--- src/rtl/adc_pkg.sv ---
`default_nettype none
// ============================================================================
// Module      : adc_pkg
// Description : Shared types and constants for the ADC frame scheduler.
//               - sched_state_t : scheduler FSM states
//               - HDR_SYNC      : first header byte of every frame
//               - PAD_BYTE      : filler byte used after a channel stall
//               - SEQ_W         : width of the frame sequence number
//               - CH_IDX_W      : width of the channel index in header byte 1
// Revision    : 1.0 - initial release
// ============================================================================
package adc_pkg;

   typedef enum logic [2:0] {
      ST_IDLE    = 3'd0,
      ST_SCAN    = 3'd1,
      ST_HDR0    = 3'd2,
      ST_HDR1    = 3'd3,
      ST_PAYLOAD = 3'd4,
      ST_PAD     = 3'd5
   } sched_state_t;

   localparam logic [7:0] HDR_SYNC = 8'hA5;
   localparam logic [7:0] PAD_BYTE = 8'h00;
   localparam int         SEQ_W    = 5;
   localparam int         CH_IDX_W = 3;

endpackage
`default_nettype wire

--- src/rtl/adc_frame_scheduler_rr_arbiter.sv ---
`default_nettype none
// ============================================================================
// Module      : rr_arbiter
// Description : Combinational round-robin search. Returns the first asserted
//               request found when scanning upward from last+1, wrapping at N.
// Ports       : req       [N-1:0] - request vector
//               last      [W-1:0] - index granted most recently
//               gnt_idx   [W-1:0] - selected index (0 when nothing requested)
//               gnt_valid         - at least one request is asserted
// Revision    : 1.0 - initial release
// ============================================================================
module rr_arbiter #(
   parameter  int N = 5,
   localparam int W = (N > 1) ? $clog2(N) : 1
) (
   input  logic [N-1:0] req,
   input  logic [W-1:0] last,
   output logic [W-1:0] gnt_idx,
   output logic         gnt_valid
);

   logic [W-1:0] idx;

   // Scan from the farthest candidate down to the nearest so that the
   // nearest asserted request (distance 1 from last) overrides the others.
   always_comb begin
      gnt_idx   = '0;
      gnt_valid = 1'b0;
      idx       = '0;
      for (int k = N; k >= 1; k--) begin
         idx = W'((int'(last) + k) % N);
         if (req[idx]) begin
            gnt_valid = 1'b1;
            gnt_idx   = idx;
         end
      end
   end

endmodule
`default_nettype wire

--- src/rtl/adc_frame_scheduler.sv ---
`default_nettype none
// ============================================================================
// Module      : adc_frame_scheduler
// Description : Drains per-channel FWFT byte FIFOs into one byte stream as
//               fixed-length frames: A5, {seq,ch}, BURST_LEN payload bytes.
//               A channel that runs dry mid-frame is padded with 00 after
//               STALL_TIMEOUT empty cycles so frames are always full length.
// Ports       : clk, rstn        - clock, async active-low reset
//               enable           - schedule frames while high
//               ch_empty/ch_data - FIFO empty flags and head bytes
//               ch_rd_en         - FIFO pops (one-hot or zero)
//               m_data/m_valid/m_ready/m_last - output byte stream
//               busy             - scheduler not idle
//               frame_cnt        - completed frames (wraps at 16 bits)
// Revision    : 1.0 - initial release
// ============================================================================
module adc_frame_scheduler
   import adc_pkg::*;
#(
   parameter int NUM_CH        = 5,
   parameter int BURST_LEN     = 64,
   parameter int STALL_TIMEOUT = 255
) (
   input  logic                  clk,
   input  logic                  rstn,
   input  logic                  enable,
   input  logic [NUM_CH-1:0]     ch_empty,
   input  logic [8*NUM_CH-1:0]   ch_data,
   output logic [NUM_CH-1:0]     ch_rd_en,
   output logic [7:0]            m_data,
   output logic                  m_valid,
   input  logic                  m_ready,
   output logic                  m_last,
   output logic                  busy,
   output logic [15:0]           frame_cnt
);

   localparam int                 CH_W      = (NUM_CH > 1) ? $clog2(NUM_CH) : 1;
   localparam int                 STALL_W   = $clog2(STALL_TIMEOUT + 1);
   localparam logic [7:0]         LAST_IDX  = 8'(BURST_LEN - 1);
   localparam logic [STALL_W-1:0] STALL_LIM = STALL_W'(STALL_TIMEOUT);

   sched_state_t       state_q, state_d;
   logic [CH_W-1:0]    sel_q, sel_d;
   logic [CH_W-1:0]    last_ch_q, last_ch_d;
   logic [SEQ_W-1:0]   seq_q, seq_d;
   logic [15:0]        frame_cnt_q, frame_cnt_d;
   logic [7:0]         byte_cnt_q, byte_cnt_d;
   logic [STALL_W-1:0] stall_q, stall_d;

   logic [7:0]         w_heads [NUM_CH];
   logic [7:0]         w_head;
   logic [NUM_CH-1:0]  w_req;
   logic [CH_W-1:0]    w_gnt_idx;
   logic               w_gnt_valid;
   logic               w_pay_valid;
   logic               w_hs;
   logic               w_beat;
   logic               w_at_last;

   for (genvar gi = 0; gi < NUM_CH; gi++) begin : g_head
      assign w_heads[gi] = ch_data[8*gi +: 8];
   end

   assign w_req       = ~ch_empty;
   assign w_head      = w_heads[sel_q];
   assign w_pay_valid = ~ch_empty[sel_q];
   assign w_at_last   = (byte_cnt_q == LAST_IDX);
   assign w_hs        = m_valid & m_ready;
   // A beat is any counted frame byte: payload or padding.
   assign w_beat      = w_hs & ((state_q == ST_PAYLOAD) | (state_q == ST_PAD));

   rr_arbiter #(
      .N (NUM_CH)
   ) u_rr_arbiter (
      .req       (w_req),
      .last      (last_ch_q),
      .gnt_idx   (w_gnt_idx),
      .gnt_valid (w_gnt_valid)
   );

   // Stream outputs are decoded straight from state so there is no added
   // latency; under backpressure they hold because the FIFO head only moves
   // on a pop, and a pop only happens on a handshake.
   always_comb begin
      m_valid  = 1'b0;
      m_data   = 8'h00;
      m_last   = 1'b0;
      ch_rd_en = '0;
      case (state_q)
         ST_HDR0: begin
            m_valid = 1'b1;
            m_data  = HDR_SYNC;
         end
         ST_HDR1: begin
            m_valid = 1'b1;
            m_data  = {seq_q, CH_IDX_W'(sel_q)};
         end
         ST_PAYLOAD: begin
            m_valid = w_pay_valid;
            m_data  = w_head;
            m_last  = w_at_last;
            if (w_pay_valid && m_ready) begin
               ch_rd_en[sel_q] = 1'b1;
            end
         end
         ST_PAD: begin
            m_valid = 1'b1;
            m_data  = PAD_BYTE;
            m_last  = w_at_last;
         end
         default: ;
      endcase
   end

   always_comb begin
      state_d     = state_q;
      sel_d       = sel_q;
      last_ch_d   = last_ch_q;
      seq_d       = seq_q;
      frame_cnt_d = frame_cnt_q;
      byte_cnt_d  = byte_cnt_q;
      stall_d     = stall_q;

      case (state_q)
         ST_IDLE: begin
            if (enable) begin
               state_d = ST_SCAN;
            end
         end
         ST_SCAN: begin
            if (!enable) begin
               state_d = ST_IDLE;
            end else if (w_gnt_valid) begin
               sel_d   = w_gnt_idx;
               state_d = ST_HDR0;
            end
         end
         ST_HDR0: begin
            if (w_hs) begin
               state_d = ST_HDR1;
            end
         end
         ST_HDR1: begin
            if (w_hs) begin
               state_d    = ST_PAYLOAD;
               byte_cnt_d = '0;
               stall_d    = '0;
            end
         end
         ST_PAYLOAD: begin
            if (w_hs) begin
               stall_d = '0;
            end else if (!w_pay_valid) begin
               // The cycle that brings the empty count up to the limit hands
               // the rest of the frame over to padding.
               if (stall_q == STALL_LIM - 1'b1) begin
                  state_d = ST_PAD;
                  stall_d = '0;
               end else begin
                  stall_d = stall_q + 1'b1;
               end
            end
         end
         default: ;
      endcase

      if (w_beat) begin
         if (w_at_last) begin
            // Frame complete: return to IDLE directly if enable has dropped.
            state_d     = enable ? ST_SCAN : ST_IDLE;
            last_ch_d   = sel_q;
            seq_d       = seq_q + 1'b1;
            frame_cnt_d = frame_cnt_q + 16'd1;
            byte_cnt_d  = '0;
         end else begin
            byte_cnt_d = byte_cnt_q + 8'd1;
         end
      end
   end

   always_ff @(posedge clk or negedge rstn) begin
      if (!rstn) begin
         state_q     <= ST_IDLE;
         sel_q       <= '0;
         last_ch_q   <= CH_W'(NUM_CH - 1);
         seq_q       <= '0;
         frame_cnt_q <= '0;
         byte_cnt_q  <= '0;
         stall_q     <= '0;
      end else begin
         state_q     <= state_d;
         sel_q       <= sel_d;
         last_ch_q   <= last_ch_d;
         seq_q       <= seq_d;
         frame_cnt_q <= frame_cnt_d;
         byte_cnt_q  <= byte_cnt_d;
         stall_q     <= stall_d;
      end
   end

   assign busy      = (state_q != ST_IDLE);
   assign frame_cnt = frame_cnt_q;

endmodule
`default_nettype wire
--- config.mk ---
export PLATFORM = sky130hd
export DESIGN_NAME = adc_frame_scheduler
export DESIGN_NICKNAME = d
export VERILOG_FILES = /design/src/rtl/adc_pkg.sv /design/src/rtl/adc_frame_scheduler_rr_arbiter.sv /design/src/rtl/adc_frame_scheduler.sv
export SDC_FILE = /design/constraint.sdc
export NUM_CORES = 1
export LEC_CHECK = 0
export ABC_AREA = 1
export CORE_MARGIN = 3
export CORE_UTILIZATION = 38
export CTS_CLUSTER_SIZE = 25
export DETAILED_ROUTE_END_ITERATION = 8
export GPL_ROUTABILITY_DRIVEN = 0
export HOLD_SLACK_MARGIN = 0.15
export PLACE_DENSITY_LB_ADDON = 0.25
export REMOVE_ABC_BUFFERS = 1
export SYNTH_ARGS = -nofsm -noshare
export SYNTH_HDL_FRONTEND = slang
export SYNTH_SLANG_ARGS = --single-unit
--- constraint.sdc ---
create_clock -name clk -period 10.8 [get_ports clk]
set_input_delay 1.62 -clock clk [delete_from_list [all_inputs] [get_ports clk]]
set_output_delay 1.62 -clock clk [all_outputs]
set_load 0.02 [all_outputs]
==> reports/metrics.yaml <==
critical_path:
  critPathArrivalTime_ns: 3.75
  crit_path_end_kind: "output pin"
  path_class: "input pin to output pin"
  r2r_start: "last_ch_q[0]"
  crit_required_ns: 9.18
  cpMostUsedCell: "clkdlybuf4s50_1"
  reg2reg_slack_ns: 6.19
  worstPathMaxFanout: 5
  r2r_end: "sel_q[0]"
  reg2reg_depth: 22
  critPathLaunchType: "input pin"
  slowest_delay_ns: 0.65
  path_cells: "clkdlybuf4s50_1, inv_1, o21ai_0, o21ai_1, a21oi_1, nand2_2, nand3_1, nor4_1, clkdlybuf4s50_1"
  crit_slowest_cell: "clkdlybuf4s50_1"
pwr:
  power_density_nw_per_um2: 161
  p_leak_nw: 2.53
  p_total_mw: 0.830
  ir_worst_vdd_v: 0.000110
yosys:
  ys_ff_latch: 46
  synthFlopType: "dfrtp_1"
  synth_area_um2: 4120
  synth_top_cell_area_share_pct: 27.3
  synth_area_per_cell_um2: 6.64
  postSynthCellCount: 621
  synth_area_leaders: "dfrtp_1 27%, nand2_1 15%, inv_1 8.2%"
  synth_edf_count: 0
  yosysWarnings: 0
  async_reset_ff_share_pct: 100
  yosysUniqueCellTypes: 47
  seq_area_frac_synth_pct: 28.0
  synth_top_area_cell: "dfrtp_1"
place:
  dp_hpwl_um: 8950
  place_inst: 829
  port_buffers: 80
  placement.cell_area_um2: 5050
global_routing:
  grt_max_degree: 47
  first_global_vias: 3951
  grt_use_total_pct: 18.2
  grt-ovfl-total: 0
  grt_antenna_before_repair: 0
  grt_first_pass_wirelength_um: 17900
drt:
  firstDrtPassIters: 5
  drt_iter0_drc: 300
  met3_length_um: 850
  drc: 0
  met2_length_um: 5060
  top_layer: "met4"
  via_count: 4281
  wire_per_inst_um: 13.4
  wl_um: 11200
  via_per_inst: 5.11
  detail-route-antenna-nets: 0
  wirelength_met1_um: 5220
sta:
  finalSetupTns_ns: 0
  worst_pin_slew_ns: 1.03
  achievable-frequency_mhz: 186
  fin_crit_sh_pct: 49.7
  finClkSkew_ns: 0.0142
  setup_violations: 0
  period_needed_ns: 5.37
  rsz0062_at_grt: "no"
  finalHoldViolations: 0
  drv_slew: 0
  relSlewSlack_pct: 31.6
hold_path:
  hold_class: "register to register"
  hold-path-cell-count: 1
  hold_path_end: "seq_q[4]"
  min-delay-start: "seq_q[4]"
floorplan:
  start_util_pct: 39.6
  core_area_um2: 10400
  rows: 37
  io_pins: 81
  die_w_um: 110
  fp.dieH_um: 110
  design.die.area_um2: 12100
clock_tree:
  postCtsSetupRepairBufs: 0
  cts.repair.resized: 0
  clockBufferDepth: 2
  clock_latency_ns: 0.31
  htree_levels: 2
  hold_buffers: 0
  clk_pin_slew_ns: 0.08
  cts_tree: "done"
  clock_sinks: 46
  cts_buffers: 5
  cts_root_buf: "clkbuf_8"
layout:
  stdcell_area_um2: 5160
  area_growth_syn_to_layout_pct: 25.2
  antenna_cells: 0
  final_util_pct: 49.5
  fin_cells: 837
  regArea_um2: 1150
  nets: 775
  multi_input_area_um2: 2550
  drive_gt1_share_pct: 5.42
  fill_cells: 1026
run:
  maxCapViolCount: 0
status:
  status: "completed"
-- layout by cell type (no fill, tap or decap), types with 3 or more instances in the layout --
cell type	instances
nor3_1	7
clkdlybuf4s50_1	79
nand3_1	55
clkbuf_8	5
nand3b_1	3
a21oi_1	16
ha_1	26
xor2_1	18
nand4_1	15
o22ai_1	4
inv_2	10
nor2_2	4
dfrtp_1	45
nor2_1	52
o211ai_1	6
a22oi_1	4
o21ai_1	7
o21ai_0	32
nand2_1	167
nor4_1	5
inv_1	90
xnor2_1	10
nand2_2	6
o2111ai_1	5
-- metal layers --
metal / GRT usage, % / vias to the layer above
li1: - / 2170
met1: 24.0 / 1965
met2: 30.8 / 136
met3: 3.96 / 10
met4: 3.34 / 0
met5: 0 / -
-- cells in the mapped netlist, types with 2 or more instances --
master,number
a21oi_1,16
a22o_1,2
a22oi_1,4
buf_2,2
clkbuf_1,4
dfrtp_1,45
ha_1,26
inv_1,90
inv_2,10
mux2i_1,2
nand2_1,167
nand2_2,6
nand3_1,55
nand3b_1,3
nand4_1,15
nor2_1,52
nor2_2,4
nor3_1,7
nor3_4,2
nor4_1,5
o2111ai_1,5
o211ai_1,6
o21a_1,2
o21ai_0,32
o21ai_1,7
o22ai_1,4
or2_2,2
xnor2_1,10
xor2_1,18
-- how the worst max path moves through the flow --
stage                     slack [ns]   startpoint           to
after global routing            5.30  ch_empty[4]  ch_rd_en[3]
after detailed placement        5.44  ch_empty[4]  ch_rd_en[3]
final                           5.43  ch_empty[4]  ch_rd_en[3]
after floorplan                 6.39  ch_empty[4]  ch_rd_en[2]
after global placement          5.51  ch_empty[4]  ch_rd_en[2]
after CTS                       5.44  ch_empty[4]  ch_rd_en[3]
-- layout make-up --
| cell class | count | share of cell area (%) |
|---|---|---|
| inverters | 101 | 7.35 |
| well taps | 136 | 3.30 |
| clock inverters | 3 | 0.873 |
| multi-input cells | 466 | 49.4 |
| repair buffers | 80 | 15.4 |
| clock buffers | 5 | 1.33 |
| flip-flops and latches | 46 | 22.3 |
-- cells by family after synthesis --
kind of cell / after synthesis / synth area share, %
simple gates: 324 / 35.0
buf+inv: 109 / 10.2
compound gates: 86 / 12.6
flops: 46 / 28.0
xor+xnor: 28 / 5.95
fa+ha+maj: 26 / 7.89
mux: 2 / 0.486
-- sequential cells by signal (all words and copies together), names as in the netlist --
name / cells
byte_cnt_q: 8
frame_cnt: 16
stall_q: 8
last_ch_q: 3
seq_q: 5
sel_q: 3
state_q: 3
-- critical path, delay by kind of cell --
kind	cells	cell delay, ns
buffers and inverters	3	1.27
AO/OA/AOI/OAI	3	0.29
AND/OR/NAND/NOR	3	0.58
-- metrics by stage --
step                setup WS (ns)  hold slack [ns]
finish                       5.43            0.481
detailed placement           5.44            0.468
CTS                          5.44            0.481
floorplan                    6.39            0.446
global placement             5.51            0.456
global route                 5.30            0.502
-- report_power, final --
group | switching (mW) | leakage (nW) | internal, mW | total [mW]
sequential | 0.0354 | 0.597 | 0.197 | 0.232
clock | 0.0618 | 0.0504 | 0.0689 | 0.131
combinational | 0.301 | 1.89 | 0.167 | 0.467
total | 0.398 | 2.53 | 0.432 | 0.830
(Power assumes the default switching activity.)
